--- config.mk ---
export PLATFORM = sky130hd
export DESIGN_NAME = edge_conv3x3
export DESIGN_NICKNAME = d
export VERILOG_FILES = /design/src/rtl/edge_conv3x3.sv
export SDC_FILE = /design/constraint.sdc
export NUM_CORES = 2
export LEC_CHECK = 0
export CORE_MARGIN = 3
export CORE_UTILIZATION = 40
export DETAILED_ROUTE_END_ITERATION = 6
export GPL_TIMING_DRIVEN = 1
export PLACE_DENSITY = 0.57
export SETUP_SLACK_MARGIN = 0.1
export SYNTH_ARGS = -nofsm -noshare
export SYNTH_HDL_FRONTEND = slang
export SYNTH_SLANG_ARGS = --single-unit
--- constraint.sdc ---
create_clock -name Clk -period 8.4 [get_ports Clk]
set_input_delay 1.26 -clock Clk [delete_from_list [all_inputs] [get_ports Clk]]
set_output_delay 1.26 -clock Clk [all_outputs]
set_load 0.05 [all_outputs]
--- src/rtl/edge_conv3x3.sv ---
// edge_conv3x3: four-stage 3x3 gradient edge detector (Sobel / Prewitt / Scharr)
// with L2-squared or L1 magnitude, binary or saturated grey output, a single
// global stall for valid/ready backpressure and a running edge-pixel counter.
module edge_conv3x3 #(
  parameter int PIX_W = 8,
  parameter int CNT_W = 24
) (
  input  logic               Clk,
  input  logic               Rst,
  input  logic [PIX_W-1:0]   Threshhold_in,
  input  logic [1:0]         Kern_sel_in,
  input  logic               Mag_sel_in,
  input  logic               Out_sel_in,
  input  logic [9*PIX_W-1:0] pixel_data_in,
  input  logic               pixel_data_valid_in,
  output logic               pixel_ready_out,
  output logic [PIX_W-1:0]   conv_data_out,
  output logic               conv_data_valid_out,
  input  logic               conv_ready_in,
  input  logic               Cnt_clr_in,
  output logic [CNT_W-1:0]   Edge_cnt_out
);

  localparam int PRW = PIX_W + 4;         // single weighted tap
  localparam int GW  = PIX_W + 5;         // signed Gx / Gy
  localparam int SQW = 2 * (PIX_W + 4);   // one square
  localparam int GTW = SQW + 1;           // Gx^2 + Gy^2
  localparam int L1W = PIX_W + 6;         // |Gx| + |Gy|

  // Per-window mode that travels with the data down to the output stage
  typedef struct packed {
    logic             mag;
    logic             outSel;
    logic [PIX_W-1:0] th;
  } mode_t;

  logic advance;
  logic [3:0] wA, wB;
  logic unusedCenter;

  logic [PRW-1:0] cornerProd_d [4];
  logic [PRW-1:0] edgeProd_d [4];
  logic [PRW-1:0] cornerProd_q [4];
  logic [PRW-1:0] edgeProd_q [4];
  logic           valid1_q, valid2_q, valid3_q, convValid_q;
  mode_t          mode1_q, mode2_q, mode3_q;

  logic [GW-1:0]        posX, negX, posY, negY;
  logic signed [GW-1:0] gx_d, gy_d, gx_q, gy_q;

  logic [GW-1:0]  absX, absY;
  logic [SQW-1:0] sqX, sqY;
  logic [GTW-1:0] gt_d, gt_q;
  logic [L1W-1:0] l1_d, l1_q;

  logic [PIX_W-1:0] pixMax, greyL1, greyL2, result_d, convData_q;
  logic [GTW-1:0]   thSq, gtShift;
  logic             isEdge, edgeHit_d, edgeHit_q;
  logic [CNT_W-1:0] edgeCnt_q;

  assign advance             = ~convValid_q | conv_ready_in;
  assign pixel_ready_out     = advance;
  assign conv_data_out       = convData_q;
  assign conv_data_valid_out = convValid_q;
  assign Edge_cnt_out        = edgeCnt_q;

  // The centre tap carries zero weight in every kernel, so its pixel is never used
  assign unusedCenter = ^pixel_data_in[4*PIX_W +: PIX_W];

  // Column weights (a, b, a) for the selected kernel; code 3 falls back to Sobel
  always_comb begin
    wA = 4'd1;
    wB = 4'd2;
    case (Kern_sel_in)
      2'd1: begin wA = 4'd1; wB = 4'd1;  end
      2'd2: begin wA = 4'd3; wB = 4'd10; end
      default: begin wA = 4'd1; wB = 4'd2; end
    endcase
  end

  // Corners p0,p2,p6,p8 take weight a; edge-centres p1,p3,p5,p7 take weight b
  for (genvar k = 0; k < 4; k++) begin : gProd
    localparam int CI = (k < 2) ? 2 * k : 2 * k + 2;
    localparam int EI = 2 * k + 1;
    assign cornerProd_d[k] = PRW'(pixel_data_in[CI*PIX_W +: PIX_W]) * PRW'(wA);
    assign edgeProd_d[k]   = PRW'(pixel_data_in[EI*PIX_W +: PIX_W]) * PRW'(wB);
  end

  // S1: register the weighted taps and capture the mode of the accepted window
  always_ff @(posedge Clk or posedge Rst) begin
    if (Rst) begin
      valid1_q <= 1'b0;
      mode1_q  <= '0;
      for (int k = 0; k < 4; k++) begin
        cornerProd_q[k] <= '0;
        edgeProd_q[k]   <= '0;
      end
    end else if (advance) begin
      valid1_q     <= pixel_data_valid_in;
      mode1_q      <= '{mag: Mag_sel_in, outSel: Out_sel_in, th: Threshhold_in};
      cornerProd_q <= cornerProd_d;
      edgeProd_q   <= edgeProd_d;
    end
  end

  // Gx = left column minus right column, Gy = top row minus bottom row
  always_comb begin
    posX = GW'(cornerProd_q[0]) + GW'(edgeProd_q[1]) + GW'(cornerProd_q[2]);
    negX = GW'(cornerProd_q[1]) + GW'(edgeProd_q[2]) + GW'(cornerProd_q[3]);
    posY = GW'(cornerProd_q[0]) + GW'(edgeProd_q[0]) + GW'(cornerProd_q[1]);
    negY = GW'(cornerProd_q[2]) + GW'(edgeProd_q[3]) + GW'(cornerProd_q[3]);
    gx_d = $signed(posX - negX);
    gy_d = $signed(posY - negY);
  end

  // S2: register the signed gradients
  always_ff @(posedge Clk or posedge Rst) begin
    if (Rst) begin
      valid2_q <= 1'b0;
      mode2_q  <= '0;
      gx_q     <= '0;
      gy_q     <= '0;
    end else if (advance) begin
      valid2_q <= valid1_q;
      mode2_q  <= mode1_q;
      gx_q     <= gx_d;
      gy_q     <= gy_d;
    end
  end

  // Magnitudes: squares feed the L2 sum, absolute values feed the L1 sum
  always_comb begin
    absX = gx_q[GW-1] ? -gx_q : gx_q;
    absY = gy_q[GW-1] ? -gy_q : gy_q;
    sqX  = SQW'(absX) * SQW'(absX);
    sqY  = SQW'(absY) * SQW'(absY);
    gt_d = GTW'(sqX) + GTW'(sqY);
    l1_d = L1W'(absX) + L1W'(absY);
  end

  // S3: register both magnitudes so the output stage can pick either
  always_ff @(posedge Clk or posedge Rst) begin
    if (Rst) begin
      valid3_q <= 1'b0;
      mode3_q  <= '0;
      gt_q     <= '0;
      l1_q     <= '0;
    end else if (advance) begin
      valid3_q <= valid2_q;
      mode3_q  <= mode2_q;
      gt_q     <= gt_d;
      l1_q     <= l1_d;
    end
  end

  // Threshold compare (strict) and grey saturation for the selected magnitude
  always_comb begin
    pixMax    = {PIX_W{1'b1}};
    thSq      = GTW'(mode3_q.th) * GTW'(mode3_q.th);
    gtShift   = gt_q >> PIX_W;
    greyL1    = (l1_q > L1W'(pixMax)) ? pixMax : l1_q[PIX_W-1:0];
    greyL2    = (gtShift > GTW'(pixMax)) ? pixMax : gtShift[PIX_W-1:0];
    isEdge    = mode3_q.mag ? (l1_q > L1W'(mode3_q.th)) : (gt_q > thSq);
    edgeHit_d = ~mode3_q.outSel & isEdge;
    if (mode3_q.outSel)
      result_d = mode3_q.mag ? greyL1 : greyL2;
    else
      result_d = isEdge ? pixMax : '0;
  end

  // S4: output register; data only reloads when a valid result arrives
  always_ff @(posedge Clk or posedge Rst) begin
    if (Rst) begin
      convValid_q <= 1'b0;
      convData_q  <= '0;
      edgeHit_q   <= 1'b0;
    end else if (advance) begin
      convValid_q <= valid3_q;
      if (valid3_q) begin
        convData_q <= result_d;
        edgeHit_q  <= edgeHit_d;
      end
    end
  end

  // Edge counter: counts transferred binary edge pixels, clear wins over increment
  always_ff @(posedge Clk or posedge Rst) begin
    if (Rst)
      edgeCnt_q <= '0;
    else if (Cnt_clr_in)
      edgeCnt_q <= '0;
    else if (convValid_q & conv_ready_in & edgeHit_q)
      edgeCnt_q <= edgeCnt_q + CNT_W'(1);
  end

endmodule

# After elaboration in Yosys (flattened, before gate mapping)
# Cells that the tools add are included.
# word_totals
ff_bits,228
input_bits,89
output_inout_bits,34
elab_cells,80
# classes
add_sub_neg,15
n_mul,11
magnitude_cmp,4
n_eq_ne,2
muxes,12
bitwise,6
reduce_logical,2
# ops
op,count
$mul 8x4->12,8
$add 12x12->13,4
$add 13x12->13,4
$mul 13x13->24,2
$mux 24,2
$mux 8,5
$mux 13,2
$neg 13->13,2
$sub 13x13->13,2
$add 24x24->25,1
$gt 25x16->1,1
$add 24x1->24 const B,1
$gt 17x8->1 const B,1
$mul 8x8->16,1
$add 13x13->14,1
$gt 14x8->1,1
$gt 14x8->1 const B,1
$pmux 4 s2,1
$and 1x1->1,3
$eq 2x1->1 const B,1
$eq 2x2->1 const B,1
$mux 2,1
$not 1->1,2
$reduce_and 2->1,1
3 further kinds,3

# Depth between registers and ports, before layout
# depth
depth_word,5
mapped_depth,36

# Worst setup path before layout
# Ideal clock, no wire load.
# synth_timing
path_kind,flip-flop to flip-flop
from,register gx_q[0]
to,register gt_q[23]
arrival_ps,7852
required_ps,8306
path_slack_ps,454
path_stages_with_launch,33
n_path_buf,1
period_less_slack_ps,7946
cell_sequence,dfrtp_1 > buf_6 > or4_4 > or3_2 > o31ai_1 > xor2_1 > inv_1 > nand2_1 > fa_1 > fa_1 > inv_1 > fa_1 > fa_1 > inv_1 > fa_1 > inv_1 > ha_1 > a211o_1 > o2111ai_1 > and2_1 > nand2b_1 > o21ai_0 > a21oi_1 > xnor2_1 > ha_1 > a21oi_1 > o21ai_0 > nor3b_1 > o21a_1 > nor3_1 > nand3b_1 > and4_1 > a211oi_1
# synth_via
elab_chain_len,4
# synth_lines
element,line_no,text
"start, declared",49,"logic signed [GW-1:0] gx_d, gy_d, gx_q, gy_q;"
"start signal, assigned",126,gx_q <= gx_d;
$neg 13->13,133,absX = gx_q[GW-1] ? -gx_q : gx_q;
$mux 13 (*),133,
$mul 13x13->24 (*),135,sqX = SQW'(absX) * SQW'(absX);
$add 24x24->25 (*),137,gt_d = GTW'(sqX) + GTW'(sqY);
"end signal, assigned",151,gt_q <= gt_d;
"end, declared",53,"logic [GTW-1:0] gt_d, gt_q;"
# Every way passes the cells marked *; elsewhere a longest branch is shown, timed or not.
# A chain may end at the register's enable or synchronous reset.

# Final worst setup path
# layout_timing
from,register gx_q[1]
to,register gt_q[24]
# The elaborated chain is that of the path after synthesis.

==> impl_metrics.env <==
export IMPL_status="finished, final reports clean"
export IMPL_netlist_area_um2=28200
export IMPL_synth_seq_area_share_pct=19.4
export IMPL_drive_above_1_share_pct=6.35
export IMPL_numCtsBuffers=28
export IMPL_fin_util_pct=46.5
export IMPL_crit_required_ns=8.89
export IMPL_finalCriticalPeriod_ns=7.95
export IMPL_port_buffers=114
export IMPL_synth_edf_count=0
export IMPL_ff2ff_path_depth=31
export IMPL_max_freq_mhz=126
export IMPL_crit_buf_inv=5
export IMPL_track_usage_pct=18.7
export IMPL_drv_slew=0
export IMPL_drc=0
export IMPL_rsz0062_at_grt="yes"
export IMPL_regToRegSetupSlack_ns=0.45
export IMPL_min_path_type="flip-flop to flip-flop"
export IMPL_drt_iter0_markers=875
export IMPL_n_antenna_cell=0
export IMPL_antenna_found_initial=0
export IMPL_std_cell_rows=96
export IMPL_hold_violations=0
export IMPL_path_class="flip-flop to flip-flop"
export IMPL_final_common_cell="inv_1"
export IMPL_htreeDepth=1
export IMPL_syn_to_final_growth_pct=14.0
export IMPL_vias=20903
export IMPL_mostFrequentLayoutCells="635 x inv_1, 365 x nand2_1, 344 x ha_1"
export IMPL_cp_depth=31
export IMPL_grt_pass1_vias=21372
export IMPL_max_cap_viol_count=0
export IMPL_cp_max_fo=5
export IMPL_dpl_hpwl_um=55600
export IMPL_via_per_inst=4.83
export IMPL_clockRootBuffer="clkbuf_16"
export IMPL_cpLargestDelayFamily="adder cells"
export IMPL_timing_critical_path_mode_cell="fa_1"
export IMPL_firstDrtPassIters=5
export IMPL_wl_per_cell_um=15.6
export IMPL_final_nets=4144
export IMPL_start_util_pct=40.8
export IMPL_synthFlopType="dfrtp_1"
export IMPL_register_area_um2=5480
export IMPL_r2r_start="gx_q[1]"
export IMPL_fin_worst_skew_ns=0.0347
export IMPL_gp_congestion=0.866
export IMPL_clkSinkCount=219
export IMPL_die_h_um=272
export IMPL_period_share_pct=94.7
export IMPL_ant_nets=0
export IMPL_path_clk_slew_ns=0.07
export IMPL_final_cells=4331
export IMPL_slew_headroom_pct=26.2
export IMPL_io_pins=123
export IMPL_dieArea_um2=73800
export IMPL_nFillCells=6874
export IMPL_final_setup_viol_count=0
export IMPL_arrival_ns=8.44
export IMPL_crit_start="gx_q[1]"
export IMPL_synth_cell_type_count=72
export IMPL_synth_area_top_cells="fa_1 23%, dfrtp_1 19%, ha_1 16%"
export IMPL_multi_input_area_um2=20400
export IMPL_worst_setup_path_start_kind="flip-flop"
export IMPL_cp_slowest_cell="or4_4"
export IMPL_cp_slowest_stage_delay_ns=0.57
export IMPL_syn_inst=3224
export IMPL_dieWidth_um=272
export IMPL_clock_path_buffers=3
export IMPL_r2r_end="gt_q[24]"
export IMPL_yosysTopAreaCell="fa_1"
export IMPL_grt_overflow=0
export IMPL_grt_pass1_wl_um=111000
export IMPL_postSynthAreaPerCell_um2=8.75
export IMPL_tightest_slew_ns=1.10
export IMPL_cts_tree="done"
export IMPL_postRouteWirelength_um=67400
export IMPL_grt_start_max_net_pins=116
export IMPL_clock_latency_ns=0.58
export IMPL_synth_ff_latch_count=219
export IMPL_tns_ns=0
export IMPL_dpl_cell_count=4271
export IMPL_cp_endpoint="gt_q[24]"
export IMPL_yosysWarnings=0
export IMPL_core_area_um2=69200
export IMPL_synth_top_area_share_pct=23.2
export IMPL_cp_end_kind="flip-flop"
export IMPL_async_flop_share_pct=100
## cells by family (layout without fill, tap and decap cells)
| group | after synthesis | after routing | synth area share [%] |
|---|---|---|---|
| AO/OA/AOI/OAI | 508 | 508 | 11.3 |
| XOR/XNOR | 187 | 187 | 5.86 |
| adder cells (fa/ha/maj) | 677 | 677 | 38.7 |
| buffers and inverters | 726 | 886 | 9.68 |
| flip-flops | 219 | 219 | 19.4 |
| multiplexers | 6 | 6 | 0.226 |
| other | 2 | 18 | 0.0266 |
| AND/OR/NAND/NOR | 899 | 899 | 14.8 |
## cell type report
class / count / share of cell area, %
multi-input cells: 2295 / 63.4
flip-flops and latches: 219 / 17.0
inverters: 648 / 7.60
repair buffers: 186 / 5.30
well taps: 931 / 3.62
clock buffers: 33 / 2.30
clock inverters: 19 / 0.785
## stage by stage
step | setup slack (ns) | cell area [um2] | hold slack, ns
final | 0.447 | 32200 | 0.467
after global routing | 0.0467 | 32200 | 0.488
after CTS | 0.107 | 31800 | 0.471
after detailed placement | 0.0485 | 30800 | 0.456
after global placement | 0.146 | 30800 | 0.453
after floorplan | 0.454 | 28300 | 0.439
## synthesized netlist by cell type (16+ instances only)
cell        n
xnor2_1   119
nand3_1    31
nor2_1    202
nand2b_1   26
or3_1      16
o21a_1     16
nor3_1     32
a21o_1     45
o31ai_1    33
ha_1      350
clkbuf_1   66
and3_1     17
dfrtp_1   219
and2_1    127
nand2_1   370
fa_1      327
o21bai_1   28
o21ai_0   106
xor2_1     66
a21oi_1   194
inv_1     638
## worst min-delay path by stage
stage	from	endpoint	cells after the start
after global placement	mode1_q[6]	mode1_q[6]	2
after CTS	mode2_q[2]	mode2_q[2]	2
after detailed placement	mode2_q[2]	mode2_q[2]	2
after global routing	valid2_q	valid2_q	2
final	mode2_q[2]	mode2_q[2]	2
after floorplan	mode1_q[0]	mode1_q[0]	2
## layer usage
| layer | global-route usage (%) | routed length, um | up-vias |
|---|---|---|---|
| met4 | 4.43 | 1830 | 0 |
| met2 | 33.6 | 33500 | 309 |
| met1 | 24.1 | 30300 | 9976 |
| met3 | 1.71 | 1780 | 84 |
| met5 | 0 | 0 | - |
| li1 | - | - | 10534 |
## registers in the layout, indices dropped and copies added, names as in the netlist
signal	count
gy_q	13
edgeProd_q	48
conv_data_out	8
gt_q	25
conv_data_valid_out	1
mode3_q	10
Edge_cnt_out	24
valid1_q	1
mode1_q	10
cornerProd_q	40
gx_q	13
valid2_q	1
mode2_q	10
valid3_q	1
l1_q	13
edgeHit_q	1
## tightest hold or removal path, stage by stage (launching register included)
cell     delay (ns)
dfrtp_1        0.34
nand2_1        0.05
nand2_1        0.05
## repair_timing
item                                    CTS  global route
endpoints found under the setup margin    3             9
hold buffers                              0             0
resized for setup                         5            63
setup buffers                             0             8
pin swaps                                 0            25
hold endpoints to repair                  0             0
Power is not shown: default switching activity piles up to over one toggle a cycle in this logic, so the estimate is an artifact.
